<file path="src/rtl/wb_tag_pipeline.sv">
// rtl/wb_tag_pipeline.sv - carries dest/wb_en/mem_en tags ID->EXE->MEM->WB and derives freeze/flush/stall controls.
// Optional perf counters (hazard_stall_cnt, mem_stall_cnt) when WB_TAG_PERF_EN is defined.
module wb_tag_pipeline #(
  parameter int TAG_W    = 4,
  parameter int MAX_WAIT = 15
) (
  input  logic             clk,
  input  logic             rst,
  input  logic [TAG_W-1:0] id_dest,
  input  logic             id_wb_en,
  input  logic             id_mem_en,
  input  logic             hazard,
  input  logic             branch_taken,
  input  logic             mem_ready,
  output logic [TAG_W-1:0] Exe_Dest,
  output logic             Exe_WB_EN,
  output logic [TAG_W-1:0] Mem_Dest,
  output logic             Mem_WB_EN,
  output logic [TAG_W-1:0] Wb_Dest,
  output logic             Wb_WB_EN,
  output logic             freeze_if_id,
  output logic             freeze_all,
  output logic             flush_if_id,
  output logic             mem_timeout
`ifdef WB_TAG_PERF_EN
  ,
  output logic [31:0]      hazard_stall_cnt,
  output logic [31:0]      mem_stall_cnt
`endif
);

  localparam int CNT_W = $clog2(MAX_WAIT + 2);
  localparam logic [CNT_W-1:0] CNT_MAX = CNT_W'(MAX_WAIT + 1);

  typedef struct packed {
    logic [TAG_W-1:0] dest;
    logic             wb_en;
    logic             mem_en;
  } stage_t;

  typedef enum logic {S_RUN, S_WAIT} state_t;

  stage_t           exe_q, exe_d, mem_q, mem_d;
  logic [TAG_W-1:0] wb_dest_q, wb_dest_d;
  logic             wb_en_q, wb_en_d;
  state_t           state_q, state_d;
  logic [CNT_W-1:0] cnt_q, cnt_d;
  logic             timeout_q, timeout_d;
  logic             stall_mem;

  assign stall_mem = mem_q.mem_en & ~mem_ready;

  always_comb begin
    exe_d        = exe_q;
    mem_d        = mem_q;
    wb_dest_d    = wb_dest_q;
    wb_en_d      = wb_en_q;
    freeze_all   = stall_mem;
    freeze_if_id = 1'b0;
    flush_if_id  = 1'b0;
    if (stall_mem) begin
      freeze_if_id = 1'b1;
    end else begin
      mem_d     = exe_q;
      wb_dest_d = mem_q.dest;
      wb_en_d   = mem_q.wb_en;
      // Wrong-path ID instruction: the branch wins over any hazard on it.
      if (branch_taken) begin
        exe_d       = '0;
        flush_if_id = 1'b1;
      end else if (hazard) begin
        exe_d        = '0;
        freeze_if_id = 1'b1;
      end else begin
        exe_d = '{dest: id_dest, wb_en: id_wb_en, mem_en: id_mem_en};
      end
    end
  end

  always_comb begin
    state_d = state_q;
    cnt_d   = cnt_q;
    case (state_q)
      S_RUN: begin
        if (stall_mem) begin
          state_d = S_WAIT;
          cnt_d   = CNT_W'(1);
        end
      end
      S_WAIT: begin
        if (mem_ready) begin
          state_d = S_RUN;
          cnt_d   = '0;
        end else if (cnt_q != CNT_MAX) begin
          cnt_d = cnt_q + 1'b1;
        end
      end
      default: begin
        state_d = S_RUN;
        cnt_d   = '0;
      end
    endcase
    timeout_d = timeout_q | (cnt_d == CNT_MAX);
  end

  always_ff @(posedge clk) begin
    if (rst) begin
      exe_q     <= '0;
      mem_q     <= '0;
      wb_dest_q <= '0;
      wb_en_q   <= 1'b0;
      state_q   <= S_RUN;
      cnt_q     <= '0;
      timeout_q <= 1'b0;
    end else begin
      exe_q     <= exe_d;
      mem_q     <= mem_d;
      wb_dest_q <= wb_dest_d;
      wb_en_q   <= wb_en_d;
      state_q   <= state_d;
      cnt_q     <= cnt_d;
      timeout_q <= timeout_d;
    end
  end

  assign Exe_Dest    = exe_q.dest;
  assign Exe_WB_EN   = exe_q.wb_en;
  assign Mem_Dest    = mem_q.dest;
  assign Mem_WB_EN   = mem_q.wb_en;
  assign Wb_Dest     = wb_dest_q;
  assign Wb_WB_EN    = wb_en_q;
  assign mem_timeout = timeout_q;

`ifdef WB_TAG_PERF_EN
  logic [31:0] haz_cnt_q, mstall_cnt_q;

  always_ff @(posedge clk) begin
    if (rst) begin
      haz_cnt_q    <= '0;
      mstall_cnt_q <= '0;
    end else begin
      if (hazard & ~branch_taken & ~freeze_all) haz_cnt_q <= haz_cnt_q + 32'd1;
      if (freeze_all) mstall_cnt_q <= mstall_cnt_q + 32'd1;
    end
  end

  assign hazard_stall_cnt = haz_cnt_q;
  assign mem_stall_cnt    = mstall_cnt_q;
`endif

endmodule

</file>
<file path="config.mk">
export PLATFORM = sky130hd
export DESIGN_NAME = wb_tag_pipeline
export DESIGN_NICKNAME = d
export VERILOG_FILES = /design/src/rtl/wb_tag_pipeline.sv
export SDC_FILE = /design/constraint.sdc
export NUM_CORES = 1
export LEC_CHECK = 0
export CORE_ASPECT_RATIO = 0.8
export CORE_MARGIN = 1
export CORE_UTILIZATION = 35
export CTS_BUF_LIST = sky130_fd_sc_hd__clkbuf_16
export DETAILED_ROUTE_END_ITERATION = 6
export SLEW_MARGIN = 20
export SYNTH_ARGS = -nofsm -noshare
export SYNTH_HDL_FRONTEND = slang
export SYNTH_SLANG_ARGS = --single-unit
</file>
<file path="constraint.sdc">
create_clock -name clk -period 2.1 [get_ports clk]
set_input_delay 0.21 -clock clk [delete_from_list [all_inputs] [get_ports clk]]
set_output_delay 0.21 -clock clk [all_outputs]
set_load 0.05 [all_outputs]
</file>
==> qor.txt <==
Status - completed
Die X - 64.5 um
Reg2reg setup slack - 0.36 ns
Fin util - 51.7%
Cts-stage hold buffer count - 0
DR vias/cell - 4.98
Clock Latency Late Sink - 0.25 ns
Top cells by count, synth - dfxtp_1, nand2_1, nor2_1
Number of synthesis warnings - 0
Antenna viol nets, final - 0
# setup viols final - 0
Min-delay src - Wb_Dest[3]$_SDFFE_PP0N_
Residual DRC - 0
Critical Path End Type - flip-flop
Final WL - 2.37 mm
Cell Area, Synth - 1090 sq um
Async SR Flop Fraction - 0%
Worst Path Arrival - 1.94 ns
Vias in the first global route - 863
Worst reg2reg endpoint - mem_timeout$_SDFF_PP0_
Worst reg2reg path depth - 4
Power Dens Cells - 661 nW/um^2
Share of Yosys cell area claimed by the top area cell type - 43.9%
Pin count of the biggest net entering global routing - 15
Post-cts repair resize count - 0
First-pass GRT wire length - 3.91 mm
# rows - 17
Gpl congestion - 0.817
Worst clock skew - 0.00147 ns
Share of post-route cells with drive strength above 1 - 10.8%
Core Footprint - 2870 sq um
CP Max Fanout - 6
Layout Nets - 171
Setup_tns - 0 ns
Fin crit share - 83.1%
Top cells by area, synth - dfxtp_1, nand2_1, a21oi_1
Clock root cell - clkbuf_16
Worst Setup SP - cnt_q[4]$_SDFF_PP0_
GRT Residual Overflow - 0
Leading register cell type out of synthesis - dfxtp_1
CTS tree - built
Most frequent cell after synthesis - dfxtp_1
Relative slew slack - 65.7%
Initial antenna violation count - 0
EDFF count, synth - 0
Port bufs - 29
Area leader, netlist - dfxtp_1
Die area - 3360 sq um
Sequential area share after synthesis - 43.9%
Hold endpoint - Wb_Dest[3]$_SDFFE_PP0N_
Routed len/inst - 12.2 um
Clk pin slew, worst setup/hold paths - 0.06 ns
Max-cap violations - 0
Final HPWL DP - 1.79 mm
Required @ worst endpoint - 2.30 ns
Via count - 971
First-pass iteration count of the detailed router - 4
Synth Instances - 133
Unique cell type count in the Yosys netlist - 36
Total GRT Usage - 15.6%
Max clock buf depth - 2
Worst Setup Start Kind - flip-flop
Yosys reg bits - 24
Area Overhead vs Synth - 35.7%
Avg Cell Area, Syn - 8.23 sq um
Leakage - 0.000552 uW
Worst hold path class - flip-flop to flip-flop
Peak supply drop - 388 uV
Number of CTS-inserted buffers - 3
I/O Pins - 30
Syn_nets - 146
Max Fclk - 0.573 GHz
RSZ-0062 raised after global routing - no
DR iter-0 viols - 50
Chip height - 52.0 um
Hold depth - 2
Initial Util - 38.1%
WS Path Type - flip-flop to flip-flop
Final Hold Violating Endpoints - 0
RR Startpoint - cnt_q[4]$_SDFF_PP0_
Slew Limit Fails - 0
Post-CTS setup repair buffer count - 0
Final min period - 1.74 ns
H-tree lvl count - 1
Worst Max-Slew Pin Slew - 0.513 ns
CTS Sinks - 24
Diode count - 0
-- layout make-up --
| cell class | count | area [sq um] |
|---|---|---|
| multi-input combinational | 87 | 498 |
| fill | 292 | 1390 |
| clock buffer | 3 | 75.1 |
| timing repair buffer | 35 | 353 |
| sequential | 24 | 480 |
| inverter | 7 | 27.5 |
| clock inverter | 1 | 3.75 |
| tap | 38 | 47.5 |
-- per-stage QoR --
step                      power [uW]  instances  setup WS, ns  hold WS, ns  area, sq um
after global routing            1020        195         0.276        0.478         1490
after floorplan                  537        133         0.522        0.289         1090
after CTS                        996        195         0.344        0.455         1490
after detailed placement         583        191         0.234        0.447         1410
after global placement           582        191         0.285        0.438         1410
final                            982        195         0.356        0.452         1490
-- flip-flops by register name, summed over array words and instances (netlist names) --
signal,count
cnt_q,5
Exe_Dest,4
Mem_Dest,4
Wb_Dest,4
Exe_WB_EN,1
Mem_WB_EN,1
Wb_WB_EN,1
exe_q,1
mem_q,1
mem_timeout,1
state_q,1
-- cell families (layout without fill, tap and decap cells) --
family / Yosys count / count (layout) / share of synthesized area [%]
AO/OA/AOI/OAI: 31 / 31 / 19.3
flip-flops: 24 / 24 / 43.9
buffers and inverters: 22 / 46 / 10.6
adder cells (fa/ha/maj): 2 / 2 / 2.29
AND/OR/NAND/NOR: 53 / 53 / 23.1
XOR/XNOR: 1 / 1 / 0.800
-- cells in the final DEF, fill, tap and decap left out, drive strengths merged --
master / synthesis / routed
nand3: 1 / 1
inv: 6 / 6
nand3b: 1 / 1
o32a: 1 / 1
a21boi: 1 / 1
a2bb2oi: 1 / 1
nor3b: 1 / 1
a221oi: 1 / 1
a32o: 1 / 1
nor2: 14 / 14
o221ai: 1 / 1
or3b: 1 / 1
nor2b: 2 / 2
and4bb: 1 / 1
a32oi: 1 / 1
a22oi: 6 / 6
clkbuf: 5 / 3
ha: 2 / 2
and3: 3 / 3
xnor2: 1 / 1
a2111oi: 1 / 1
nor3: 2 / 2
o22ai: 2 / 2
o21ai: 2 / 2
buf: 10 / 9
clkinv: 1 / 2
dfxtp: 24 / 24
a21oi: 13 / 13
nand2: 24 / 24
or4: 1 / 1
nand2b: 2 / 2
clkdlybuf4s50: 0 / 26
-- worst max-delay path, cell delays in order (launching register included) --
cell and delay [ns]:
dfxtp_1 0.45, or3b_1 0.37, o32a_1 0.31, a2111oi_2 0.34, a32o_2 0.22
-- where the power goes --
group | internal (uW) | leakage [uW] | total [uW] | switching, uW
Clock | 254 | 0.0000385 | 409 | 155
Sequential | 462 | 0.000194 | 468 | 6.04
Combinational | 47.1 | 0.000319 | 104 | 57.2
Total | 764 | 0.000552 | 982 | 219
-- layer usage --
layer / track usage [%] / vias up / part of all wire, %
met3: 4.61 / 2 / 3.8
met2: 26.7 / 24 / 48
li1: - / 494 / -
met4: 3.33 / 0 / 0.72
met5: 0 / - / 0
met1: 19.3 / 451 / 48
-- worst max path at each step --
stage / to / slack, ns / cells after the start
floorplan: mem_timeout$_SDFF_PP0_ / 0.52 / 4
global placement: mem_timeout$_SDFF_PP0_ / 0.28 / 7
detailed placement: mem_timeout$_SDFF_PP0_ / 0.23 / 7
CTS: mem_timeout$_SDFF_PP0_ / 0.34 / 6
global route: mem_timeout$_SDFF_PP0_ / 0.28 / 6
finish: mem_timeout$_SDFF_PP0_ / 0.36 / 4
(Power assumes the default switching activity.)
